File: config.mk
export PLATFORM = sky130hd
export DESIGN_NAME = ram_port_arbiter_flat
export DESIGN_NICKNAME = d
export VERILOG_FILES = /design/src/rtl/ram_arb_pkg.sv /design/src/rtl/naive_bus.sv /design/src/rtl/rr_arb2.sv /design/src/rtl/ram_port_arbiter.sv /design/src/flat_wrapper.sv
export SDC_FILE = /design/constraint.sdc
export NUM_CORES = 1
export LEC_CHECK = 0
export ABC_CLOCK_PERIOD_IN_PS = 4000
export CORE_AREA = 2 2 158 160
export DETAILED_ROUTE_END_ITERATION = 8
export DIE_AREA = 0 0 160 162
export GPL_TIMING_DRIVEN = 0
export PLACE_DENSITY = 0.49
export SLEW_MARGIN = 30
export SYNTH_ARGS = -nofsm -noshare
export SYNTH_HDL_FRONTEND = slang
export SYNTH_SLANG_ARGS = --single-unit
File: constraint.sdc
create_clock -name clk -period 4 [get_ports clk]
set_input_delay 0.6 -clock clk [delete_from_list [all_inputs] [get_ports clk]]
set_output_delay 0.6 -clock clk [all_outputs]
set_load 0.005 [all_outputs]
File: src/rtl/ram_arb_pkg.sv
// Shared types and bus widths for the two-master RAM port arbiter.
package ram_arb_pkg;
  localparam int ADDR_W = 32;
  localparam int DATA_W = 32;
  localparam int BE_W   = DATA_W / 8;

  typedef enum logic {ARB = 1'b0, HOLD = 1'b1} arb_state_t;

  typedef logic owner_t;
  localparam owner_t M0 = 1'b0;
  localparam owner_t M1 = 1'b1;

  function automatic owner_t other(input owner_t o);
    return ~o;
  endfunction
endpackage

File: src/rtl/naive_bus.sv
// naive_bus: split read/write request-grant bus with a 1-cycle registered read return.
interface naive_bus;
  import ram_arb_pkg::*;

  logic              rd_req;
  logic              rd_gnt;
  logic [ADDR_W-1:0] rd_addr;
  logic [DATA_W-1:0] rd_data;
  logic              wr_req;
  logic              wr_gnt;
  logic [ADDR_W-1:0] wr_addr;
  logic [DATA_W-1:0] wr_data;
  logic [BE_W-1:0]   wr_be;

  modport master (output rd_req, rd_addr, wr_req, wr_addr, wr_data, wr_be,
                  input  rd_gnt, rd_data, wr_gnt);
  modport slave  (input  rd_req, rd_addr, wr_req, wr_addr, wr_data, wr_be,
                  output rd_gnt, rd_data, wr_gnt);
endinterface

File: src/rtl/rr_arb2.sv
// Combinational 2-way round-robin pick: under contention the master that did not win last time goes.
module rr_arb2
  import ram_arb_pkg::*;
(
  input  logic [1:0] req,
  input  owner_t     last_win,
  output owner_t     win,
  output logic       any
);
  always_comb begin
    any = |req;
    case (req)
      2'b10:   win = M1;
      2'b11:   win = other(last_win);
      default: win = M0;
    endcase
  end
endmodule

File: src/rtl/ram_port_arbiter.sv
// Shares one single-ported RAM between two naive_bus masters with round-robin fairness,
// holding a losing-grant request until the RAM accepts it, and routing read data back.
module ram_port_arbiter
  import ram_arb_pkg::*;
#(
  parameter int HOLD_MAX = 4
) (
  input  logic     clk,
  input  logic     rst_n,
  naive_bus.slave  m0,
  naive_bus.slave  m1,
  naive_bus.master s,
  output logic     stall_err
);
  arb_state_t        state_q;
  owner_t            owner_q, last_win_q, rd_who_q;
  owner_t            win, sel;
  logic              rd_pend_q, stall_err_q;
  logic [2:0]        hold_cnt_q, hold_cnt_d;
  logic [1:0]        req;
  logic              any, active, sel_rd, sel_wr, fw_rd, fw_wr, rd_hit, wr_hit, granted;
  logic              stall_hit;
  logic [ADDR_W-1:0] sel_rd_addr, sel_wr_addr;
  logic [DATA_W-1:0] sel_wr_data;
  logic [BE_W-1:0]   sel_wr_be;

  assign req = {m1.rd_req | m1.wr_req, m0.rd_req | m0.wr_req};

  rr_arb2 u_rr (
    .req      (req),
    .last_win (last_win_q),
    .win      (win),
    .any      (any)
  );

  // While holding, only the latched owner may reach the RAM.
  assign sel    = (state_q == HOLD) ? owner_q : win;
  assign active = rst_n & ((state_q == HOLD) ? req[sel] : any);

  always_comb begin
    sel_rd      = m0.rd_req;
    sel_wr      = m0.wr_req;
    sel_rd_addr = m0.rd_addr;
    sel_wr_addr = m0.wr_addr;
    sel_wr_data = m0.wr_data;
    sel_wr_be   = m0.wr_be;
    if (sel == M1) begin
      sel_rd      = m1.rd_req;
      sel_wr      = m1.wr_req;
      sel_rd_addr = m1.rd_addr;
      sel_wr_addr = m1.wr_addr;
      sel_wr_data = m1.wr_data;
      sel_wr_be   = m1.wr_be;
    end
  end

  // A simultaneous read is suppressed in favour of the write; the master retries it.
  assign fw_wr = active & sel_wr;
  assign fw_rd = active & sel_rd & ~sel_wr;

  assign s.wr_req  = fw_wr;
  assign s.rd_req  = fw_rd;
  assign s.wr_addr = sel_wr_addr;
  assign s.rd_addr = sel_rd_addr;
  assign s.wr_data = sel_wr_data;
  assign s.wr_be   = sel_wr_be;

  assign wr_hit  = fw_wr & s.wr_gnt;
  assign rd_hit  = fw_rd & s.rd_gnt;
  assign granted = wr_hit | rd_hit;

  assign m0.wr_gnt = wr_hit & (sel == M0);
  assign m0.rd_gnt = rd_hit & (sel == M0);
  assign m1.wr_gnt = wr_hit & (sel == M1);
  assign m1.rd_gnt = rd_hit & (sel == M1);

  assign m0.rd_data = (rd_pend_q && rd_who_q == M0) ? s.rd_data : '0;
  assign m1.rd_data = (rd_pend_q && rd_who_q == M1) ? s.rd_data : '0;

  assign hold_cnt_d = (hold_cnt_q == 3'd7) ? 3'd7 : hold_cnt_q + 3'd1;
  assign stall_hit  = (state_q == HOLD) && (HOLD_MAX != 0) && ({29'd0, hold_cnt_d} >= HOLD_MAX);
  assign stall_err  = stall_err_q;

  always_ff @(posedge clk or negedge rst_n) begin
    if (!rst_n) begin
      state_q     <= ARB;
      owner_q     <= M0;
      last_win_q  <= M1;
      rd_pend_q   <= 1'b0;
      rd_who_q    <= M0;
      hold_cnt_q  <= 3'd0;
      stall_err_q <= 1'b0;
    end else begin
      rd_pend_q <= rd_hit;
      if (rd_hit) rd_who_q <= sel;
      if (stall_hit) stall_err_q <= 1'b1;
      case (state_q)
        ARB: begin
          hold_cnt_q <= 3'd0;
          if (any) begin
            if (granted) begin
              last_win_q <= win;
            end else begin
              state_q <= HOLD;
              owner_q <= win;
            end
          end
        end
        HOLD: begin
          hold_cnt_q <= hold_cnt_d;
          if (!req[owner_q]) begin
            state_q <= ARB;
          end else if (granted) begin
            last_win_q <= owner_q;
            state_q    <= ARB;
          end
        end
        default: state_q <= ARB;
      endcase
    end
  end
endmodule
File: src/flat_wrapper.sv
// flat-port wrapper written by rule: the top's interface ports become plain ports
module ram_port_arbiter_flat import ram_arb_pkg::*;
#(
  parameter int HOLD_MAX = 4
)
  (clk, rst_n, stall_err, m0_rd_req, m0_rd_addr, m0_wr_req, m0_wr_addr, m0_wr_data, m0_wr_be, m0_rd_gnt, m0_rd_data, m0_wr_gnt, m1_rd_req, m1_rd_addr, m1_wr_req, m1_wr_addr, m1_wr_data, m1_wr_be, m1_rd_gnt, m1_rd_data, m1_wr_gnt, s_rd_req, s_rd_addr, s_wr_req, s_wr_addr, s_wr_data, s_wr_be, s_rd_gnt, s_rd_data, s_wr_gnt);
  naive_bus m0_i ();
  naive_bus m1_i ();
  naive_bus s_i ();
  input  logic clk;
  input  logic rst_n;
  output logic stall_err;
  input wire logic [$bits(m0_i.rd_req)-1:0] m0_rd_req;
  input wire logic [$bits(m0_i.rd_addr)-1:0] m0_rd_addr;
  input wire logic [$bits(m0_i.wr_req)-1:0] m0_wr_req;
  input wire logic [$bits(m0_i.wr_addr)-1:0] m0_wr_addr;
  input wire logic [$bits(m0_i.wr_data)-1:0] m0_wr_data;
  input wire logic [$bits(m0_i.wr_be)-1:0] m0_wr_be;
  output wire logic [$bits(m0_i.rd_gnt)-1:0] m0_rd_gnt;
  output wire logic [$bits(m0_i.rd_data)-1:0] m0_rd_data;
  output wire logic [$bits(m0_i.wr_gnt)-1:0] m0_wr_gnt;
  input wire logic [$bits(m1_i.rd_req)-1:0] m1_rd_req;
  input wire logic [$bits(m1_i.rd_addr)-1:0] m1_rd_addr;
  input wire logic [$bits(m1_i.wr_req)-1:0] m1_wr_req;
  input wire logic [$bits(m1_i.wr_addr)-1:0] m1_wr_addr;
  input wire logic [$bits(m1_i.wr_data)-1:0] m1_wr_data;
  input wire logic [$bits(m1_i.wr_be)-1:0] m1_wr_be;
  output wire logic [$bits(m1_i.rd_gnt)-1:0] m1_rd_gnt;
  output wire logic [$bits(m1_i.rd_data)-1:0] m1_rd_data;
  output wire logic [$bits(m1_i.wr_gnt)-1:0] m1_wr_gnt;
  output wire logic [$bits(s_i.rd_req)-1:0] s_rd_req;
  output wire logic [$bits(s_i.rd_addr)-1:0] s_rd_addr;
  output wire logic [$bits(s_i.wr_req)-1:0] s_wr_req;
  output wire logic [$bits(s_i.wr_addr)-1:0] s_wr_addr;
  output wire logic [$bits(s_i.wr_data)-1:0] s_wr_data;
  output wire logic [$bits(s_i.wr_be)-1:0] s_wr_be;
  input wire logic [$bits(s_i.rd_gnt)-1:0] s_rd_gnt;
  input wire logic [$bits(s_i.rd_data)-1:0] s_rd_data;
  input wire logic [$bits(s_i.wr_gnt)-1:0] s_wr_gnt;
  assign m0_i.rd_req = m0_rd_req;
  assign m0_i.rd_addr = m0_rd_addr;
  assign m0_i.wr_req = m0_wr_req;
  assign m0_i.wr_addr = m0_wr_addr;
  assign m0_i.wr_data = m0_wr_data;
  assign m0_i.wr_be = m0_wr_be;
  assign m0_rd_gnt = m0_i.rd_gnt;
  assign m0_rd_data = m0_i.rd_data;
  assign m0_wr_gnt = m0_i.wr_gnt;
  assign m1_i.rd_req = m1_rd_req;
  assign m1_i.rd_addr = m1_rd_addr;
  assign m1_i.wr_req = m1_wr_req;
  assign m1_i.wr_addr = m1_wr_addr;
  assign m1_i.wr_data = m1_wr_data;
  assign m1_i.wr_be = m1_wr_be;
  assign m1_rd_gnt = m1_i.rd_gnt;
  assign m1_rd_data = m1_i.rd_data;
  assign m1_wr_gnt = m1_i.wr_gnt;
  assign s_rd_req = s_i.rd_req;
  assign s_rd_addr = s_i.rd_addr;
  assign s_wr_req = s_i.wr_req;
  assign s_wr_addr = s_i.wr_addr;
  assign s_wr_data = s_i.wr_data;
  assign s_wr_be = s_i.wr_be;
  assign s_i.rd_gnt = s_rd_gnt;
  assign s_i.rd_data = s_rd_data;
  assign s_i.wr_gnt = s_wr_gnt;
  ram_port_arbiter #(.HOLD_MAX(HOLD_MAX)) u_core (.clk(clk), .rst_n(rst_n), .m0(m0_i), .m1(m1_i), .s(s_i), .stall_err(stall_err));
endmodule
Word-level counts from Yosys, hierarchy flattened
Index checks and enable logic that the tools add are counted.
{ "totals": {"input_bits": 240, "word_cells": 69, "reg_bits": 9, "out_inout_bits": 171} }
{ "op_classes": {"n_reduce_logical": 6, "add_sub_neg": 1, "n_lt_le_gt_ge": 3, "bitwise_logic": 19, "mux": 26, "eq_ne": 7} }
{ "op_table": {"columns": ["op", "n"], "rows": [
  ["$mux W32", 5],
  ["$mux W1", 15],
  ["$and A1 B1 Y1", 10],
  ["$not A1 Y1", 6],
  ["$pmux W1 S2", 3],
  ["$pmux W3 S2", 1],
  ["$eq A2 B2 Y1 const B", 2],
  ["$lt A1 B2 Y1 const B", 2],
  ["$mux W4", 1],
  ["$ne A2 B1 Y1 const B", 2],
  ["$ne A2 B2 Y1 const B", 2],
  ["$reduce_and A4 Y1", 1],
  ["$add A3 B1 Y3 const B", 1],
  ["$eq A3 B3 Y1 const B", 1],
  ["$ge A3 B3 Y1 const B", 1],
  ["$logic_and A1 B1 Y1", 3],
  ["$mux W3", 1],
  ["$or A1 B1 Y1", 3],
  ["$reduce_and A3 Y1", 1],
  ["$reduce_or A2 Y1", 1]
]} }

Depth between registers and ports, before layout
Gate-level depths: netlist (run 1).
{ "depth": {"word_depth": 15, "ltp_mapped": 8, "depth_no_buf": 5} }

Cells and area by module
Synthesis (run 1) repeated with hierarchy kept, for this count alone.
{ "unflattened": {"cells_unflattened": 448, "hier_area_um2": 2200.9} }
{ "modules_own_cells": {"columns": ["module", "instances", "cells_per_inst", "seq_area_each_um2", "area_per_inst_um2"], "rows": [
  ["ram_port_arbiter", 1, 446, 226.5, 2187.1],
  ["rr_arb2", 1, 2, 0.0, 13.8]
]} }

Worst setup path after synthesis (run 1)
OpenSTA, ideal clock, no wires.
{ "synth_timing": {"kind": "input to output", "startpoint": "input port m0_wr_req", "endpoint": "output port s_rd_addr[0]", "stages": 7, "t_required_ns": 3.400, "n_path_buf": 3, "slack_ns": 1.476, "arrival_time_ns": 1.924, "path_cell_list": "or2_1 a211oi_1 a21o_1 buf_2 buf_6 buf_6 mux2_1"} }
{ "synth_via": {"elab_chain_cells": 5, "elab_cells_between_ends": 6, "cone_classes": "eq/ne: 2; mux: 3; bitwise: 1"} }
{ "synth_rtl": {"columns": ["element", "line_no", "text"], "rows": [
  ["start, declared", "flat_wrapper.sv:15", "input wire logic [$bits(m0_i.wr_req)-1:0] m0_wr_req;"],
  ["$or A1 B1 Y1 *", "ram_port_arbiter.sv:27", "assign req = {m1.rd_req | m1.wr_req, m0.rd_req | m0.wr_req};"],
  ["$eq A2 B2 Y1", "rr_arb2.sv:12", "case (req)"],
  ["$pmux W1 S2 *", "rr_arb2.sv:12", null],
  ["$mux W1 *", "ram_port_arbiter.sv:37", "assign sel = (state_q == HOLD) ? owner_q : win;"],
  ["$mux W32 *", "ram_port_arbiter.sv:47", "if (sel == M1) begin"],
  ["end, declared", "flat_wrapper.sv:32", "output wire logic [$bits(s_i.rd_addr)-1:0] s_rd_addr;"]
]} }
Every way passes the cells marked *; elsewhere a longest branch is shown, timed or not.

Worst setup path in the final report (run 1)
{ "layout_timing": {"startpoint": "input port m0_rd_req", "endpoint": "output port s_wr_data[10]"} }
{ "layout_via": {"elab_chain_cells": 5, "elab_cells_between_ends": 6, "cone_classes": "eq/ne: 2; mux: 3; bitwise: 1"} }
{ "layout_rtl": {"columns": ["element", "line_no", "text"], "rows": [
  ["start, declared", "flat_wrapper.sv:13", "input wire logic [$bits(m0_i.rd_req)-1:0] m0_rd_req;"],
  ["$or A1 B1 Y1 *", "ram_port_arbiter.sv:27", null],
  ["$eq A2 B2 Y1", "rr_arb2.sv:12", null],
  ["$pmux W1 S2 *", "rr_arb2.sv:12", null],
  ["$mux W1 *", "ram_port_arbiter.sv:37", null],
  ["$mux W32 *", "ram_port_arbiter.sv:47", null],
  ["end, declared", "flat_wrapper.sv:35", "output wire logic [$bits(s_i.wr_data)-1:0] s_wr_data;"]
]} }
Marks and branches as above.

==> metrics, run 1 <==
Post-Route WL=16310 um; Syn Nets=slightly below 500; GPL Wtd Cong=0.7618; largest net degree at the start of global routing=14; FP Rows=57; Critical Path Start Type=input pin; final worst setup slack=0.1663 ns; Synth Area per Inst=approximately 9 um^2; clock skew=0.0003967 ns; DP Worst Slack=0.1249 ns; Starting Density=9.348%; final slew viol count=0; fillcell total=2613; cell area after synthesis=about 2300 um^2; WP data required=3.40 ns; Skew-Pair Late Insertion Delay=0.23 ns; vias in the first global route=3631; final setup fails=0; I/O Pins=411; Residual DRC=0; sequential fraction of the synthesis area=10.05%; die footprint=25920 um^2; nets@finish=901; CTS max path bufs=2; antenna violations before repair=0; Tmin final=3.834 ns; Post-CTS Resized=0; gate count of the mapped netlist=245; RSZ-0062 raised after global routing=false; H-tree Lvls=1; leakage power=0.002629 uW; half-perimeter wire length after placement=approximately 15000 um; clock root cell=clkbuf_16; Setup crit end kind=output pin; Arr. time, crit path=3.23 ns; status=finished clean; Min-Delay Path Class=reg2reg; Area growth, synth to finish=203.6%; Inserted Diodes=0; clk slew on worst S/H paths=0.04 ns; die width=160 um; most common cell after layout, fill and taps aside=clkdlybuf4s50_1; First-pass DRT Iterations=4; Worst Max-Slew Pin Slew=0.5426 ns; Relative slew margins=63.72%; CTS Buf Count=3; setup_tns=0 ns; VDD IR max=0.1807 mV; DR vias=between 3000 and 4000; FMAX=0.2608 GHz; Cell Pwr Density=399.8 nW/um^2; layout cells sized above 1=5.463%; CTS Sinks=9; initial DRC count=80; Finished Layout Cells=just under 1000; most frequent cells in the layout=410 x clkdlybuf4s50_1, 89 x mux2_1, 33 x and2_1, 32 x and3_1; Synth cell types=38; port bufs=410; Routed Antenna Nets=0; dpl cells=979; hold slack final=0.4715 ns; Core Area=between 20000 and 25000 um^2; Ys Warns=0; Period Utilization, post-route=95.84%; grt ovf=0; CP Max Fanout=10; Pwr Total=2735 uW; die height=162 um; post-synthesis sequential element count=9; setup bufs post-CTS=0; GRT Overall Usage=between 10% and 20%; hold_buf cts=0; Fin. Hold Viols=0; Max Cap Violations=0; first-pass GRT wire length=~23000 um; critical setup path kind=in2out; post-DR wirelength/cell=16.59 um; CTS tree=done; DR vias/cell=around 3.6
-- worst max-delay path, cell delays in order --
cell and delay [ns]:
clkdlybuf4s50_1 0.51, or2_1 0.31, a211oi_1 0.26, a21o_1 0.13, buf_2 0.18, buf_2 0.34, mux2_1 0.37, clkdlybuf4s50_1 0.54
-- flip-flops by register name (all words and copies together) (netlist names) --
signal             count
u_core.hold_cnt_q      3
u_core.last_win_q      1
u_core.owner_q         1
u_core.rd_pend_q       1
u_core.rd_who_q        1
u_core.stall_err       1
u_core.state_q         1
-- power breakdown --
part / internal [uW] / switching (uW) / leakage, uW / total, uW
logic: 1450 / 941 / 0.00249 / 2390
clock network: 133 / 41.2 / 0.0000382 / 174
registers: 131 / 40.0 / 0.000105 / 171
-- final cells by class --
cell class	instances	area [um^2]	area share, %
Timing Repair Buffer	410	4104	59.99
Multi-Input combinational cell	211	1877	27.43
Tap cell	324	405.4	5.925
Sequential cell	9	226.5	3.310
Buffer	23	142.6	2.085
Clock buffer	4	78.83	1.152
Inverter	2	7.507	0.1097
-- per-layer routing --
layer	vias up	part of all wire [%]	GRT usage (%)
li1	1720	-	-
met2	212	52	22.04
met4	0	2.1	2.662
met5	-	0	0
met1	1566	37	12.86
met3	16	9.6	3.984
-- per-stage QoR --
step / area (um^2) / utilization [%]
after floorplan: 2253 / -
final: 6842 / 28.38
after CTS: 6842 / 28.38
after global placement: 6763 / 28.05
after detailed placement: 6763 / 28.05
after global routing: 6842 / 28.38
-- synthesized netlist by cell type (all sizes together) --
library cell / instances / area (um^2)
ha: 1 / 12.51
a21oi: 3 / 15.01
a211o: 2 / 17.52
dfstp: 1 / 26.28
a311oi: 1 / 8.760
nor3: 3 / 15.01
nand4: 1 / 6.260
and2: 33 / 206.5
o21ai: 2 / 10.01
and3: 32 / 200.2
dfrtp: 8 / 200.2
buf: 13 / 105.1
a221oi: 2 / 35.04
nor2: 7 / 26.28
nand2: 3 / 13.77
or2: 2 / 12.52
mux2: 102 / 1156
mux2i: 2 / 20.02
a211oi: 2 / 15.01
nor2b: 2 / 12.51
a21boi: 2 / 18.77
clkbuf: 10 / 37.54
and4: 1 / 8.760
a32oi: 1 / 16.27
nand2b: 2 / 12.51
o31ai: 1 / 7.510
a21o: 3 / 22.52
inv: 2 / 7.500
o21a: 1 / 7.510
-- cell families (layout without fill, tap and decap cells) --
| kind of cell | after synthesis | count (layout) | share of synthesized area (%) |
|---|---|---|---|
| muxes | 104 | 104 | 52.19 |
| and+or+nand+nor | 86 | 86 | 22.82 |
| DFF | 9 | 9 | 10.05 |
| buffers and inverters | 25 | 439 | 6.663 |
| AOI/OAI and AO/OA | 20 | 20 | 7.719 |
| adders and majority gates | 1 | 1 | 0.5552 |
-- final timing paths --
path	from	end	slack, ns	depth (start not counted)
worst max-delay path	m0_rd_req	s_wr_data[10]	0.17	8
worst min-delay path	u_core.hold_cnt_q[0]	u_core.hold_cnt_q[0]	0.47	1
worst max register to register	u_core.owner_q	u_core.last_win_q	2.08	6
worst min register to register	u_core.hold_cnt_q[0]	u_core.hold_cnt_q[0]	0.47	1
max in group asynchronous	rst_n	u_core.last_win_q	2.91	1
min in group asynchronous	rst_n	u_core.rd_who_q	0.73	1
No activity file was read; power rests on OpenSTA's default activity.
==> run 2: changes to the inputs <==
Settings changed: ABC_CLOCK_PERIOD_IN_PS 4000 to 4070, CORE_AREA 2 2 158 160 to 2 2 160 162, DIE_AREA 0 0 160 162 to 0 0 162 164, PLACE_DENSITY 0.49 to 0.48, RECOVER_POWER from default to 100.
Clock period 4 ns to 4.07 ns, I/O delays scaled along.
==> metrics, run 2 (synthesis gave the netlist of run 1 again) <==
Fin. Hold Viols=0 (unchanged); setup_tns=0 ns (unchanged); Relative slew margins=60.35% (was 63.72%); clock root cell=clkbuf_16 (unchanged); nets@finish=901 (unchanged); Core Area=24820 um^2 (was 24110 um^2); First-pass DRT Iterations=4 (unchanged); Reg2Reg Launch Point=u_core.last_win_q (was u_core.owner_q); met3 WL=1483 um (was 1573 um); critical setup path kind=in2out (unchanged); port bufs=410 (unchanged); hold path start=u_core.stall_err (was u_core.hold_cnt_q[0]); clock skew=0.001753 ns (was 0.0003967 ns); first-pass GRT wire length=21910 um (was 23280 um); layout cells sized above 1=5.008% (was 5.463%); CTS max path bufs=2 (unchanged); Gate power share=86.6% (was 87.4%); Post-CTS Resized=0 (unchanged); Arr. time, crit path=3.30 ns (was 3.23 ns); Worst Max-Slew Pin Slew=0.5928 ns (was 0.5426 ns); die footprint=26570 um^2 (was 25920 um^2); Routed Antenna Nets=0 (unchanged); sequential share of power=6.6% (was 6.3%); most frequent cells in the layout=322 x clkdlybuf4s50_1, 90 x mux2_1, 88 x dlygate4sd3_1, 32 x and3_1, 17 x and2_1 (was 410 x clkdlybuf4s50_1, 89 x mux2_1, 33 x and2_1, 32 x and3_1); I/O Pins=411 (unchanged); post-DR wirelength/cell=15.25 um (was 16.59 um); hold_buf cts=0 (unchanged); power share of the clock group=6.8% (was 6.4%); Biggest register=u_core.hold_cnt_q (unchanged); max reg flops=3 (unchanged); CTS Sinks=9 (unchanged); initial DRC count=74 (was 80); most common cell after layout, fill and taps aside=clkdlybuf4s50_1 (unchanged); WP data required=3.46 ns (was 3.40 ns); FP Rows=58 (was 57); status=finished clean (unchanged); worst flop-to-flop path endpoint=u_core.rd_who_q (was u_core.last_win_q); DR vias=3498 (was 3514); Pwr Total=2555 uW (was 2735 uW); CTS tree=done (unchanged); GPL Wtd Cong=0.7582 (was 0.7618); Area growth, synth to finish=202.8% (was 203.6%); final slew viol count=0 (unchanged); Sw Ratio=37.05% (was 37.39%); hold slack final=0.4593 ns (was 0.4715 ns); detailed route wirelength on metal2=7790 um (was 8438 um); Setup crit end kind=output pin (unchanged); die width=162 um (was 160 um); grt ovf=0 (unchanged); Post-Route WL=15090 um (was 16310 um); reg-to-reg slack, setup=2.03 ns (was 2.08 ns); Max Cap Violations=0 (unchanged); Inserted Diodes=0 (unchanged); CTS Buf Count=3 (unchanged); antenna violations before repair=0 (unchanged); half-perimeter wire length after placement=13600 um (was 14850 um); clk slew on worst S/H paths=0.04 ns (about the same); Min-Delay Path Class=reg2reg (unchanged); vias in the first global route=3718 (was 3631); H-tree Lvls=1 (unchanged); WL met1=5694 um (was 5958 um); WHS Path Cells=1 (unchanged); Critical Path Start Type=input pin (unchanged); CP Max Fanout=10 (unchanged); GRT Overall Usage=10.58% (was 11.78%); die height=164 um (was 162 um); Cell Pwr Density=374.4 nW/um^2 (was 399.8 nW/um^2); VDD IR max=0.1519 mV (was 0.1807 mV); largest net degree at the start of global routing=14 (unchanged); sw power=946.5 uW (was 1023 uW); Residual DRC=0 (unchanged); Starting Density=9.079% (was 9.348%); uppermost layer routed=met4 (unchanged); FMAX=0.2559 GHz; DR vias/cell=3.537 (was 3.575); final setup fails=0 (unchanged); Hold Crit Endpoint=u_core.stall_err (was u_core.hold_cnt_q[0]); R2R cell count=5 (was 6); dpl cell area=6770 um^2 (was 6763 um^2); RSZ-0062 raised after global routing=false (unchanged); Design Area, Final=6824 um^2 (was 6842 um^2); setup bufs post-CTS=0 (unchanged); Period Utilization, post-route=96.03%; Tmin final=3.908 ns; Skew-Pair Late Insertion Delay=0.23 ns (about the same); leakage power=0.002798 uW (was 0.002629 uW); Internal=1608 uW (was 1713 uW)
[run 2: power by group through the flow]
| stage | Sequential [uW] | Combinational (uW) | Clock [uW] |
|---|---|---|---|
| 2_1_floorplan | 156 | 997 | 0 |
| 3_3_place_gp | 170 | 2350 | 0 |
| 3_5_place_dp | 169 | 2330 | 0 |
| 4_1_cts | 169 | 2350 | 180 |
| 5_1_grt | 175 | 2390 | 184 |
| 6_report | 168 | 2210 | 174 |
[run 2: worst max-delay path by stage]
stage | startpoint | to | slack [ns] | cells past startpoint
floorplan | m0_wr_req | s_rd_addr[0] | 1.53 | 7
global placement | m0_rd_req | s_rd_addr[3] | 0.14 | 9
detailed placement | m0_rd_req | s_rd_addr[6] | 0.20 | 9
CTS | m0_rd_req | s_rd_addr[6] | 0.17 | 9
global route | m0_rd_req | s_rd_addr[19] | 0.04 | 8
finish | m0_rd_req | s_wr_data[28] | 0.16 | 9
[run 2: per-stage QoR]
step	cells	worst slack [ns]	util (%)
floorplan	245	1.525	-
global placement	985	0.1361	27.28
detailed placement	985	0.1983	27.28
CTS	989	0.1718	27.60
global route	989	0.03994	27.50
finish	989	0.1615	27.50
[run 2: cell type report]
type | count | area, um^2
buffer | 23 | 140.1
tap | 330 | 412.9
inverter | 2 | 7.507
clock inverter | 1 | 5.005
timing repair buffer | 410 | 4104
sequential | 9 | 226.5
clock buffer | 3 | 75.07
multi-input combinational | 211 | 1853
fill | 2708 | 17990
[run 2: metal layers]
| layer | vias to the layer above | track usage [%] |
|---|---|---|
| met3 | 6 | 3.005 |
| met1 | 1545 | 12.08 |
| met2 | 223 | 20.02 |
| met4 | 0 | 1.327 |
| li1 | 1724 | - |
| met5 | - | 0 |
[run 2: worst max-delay path: stages]
cell	delay [ns]
clkdlybuf4s50_1	0.53
or2_0	0.31
a211oi_1	0.27
a21o_1	0.10
buf_2	0.20
buf_6	0.20
buf_6	0.18
mux2_1	0.40
clkdlybuf4s50_1	0.48
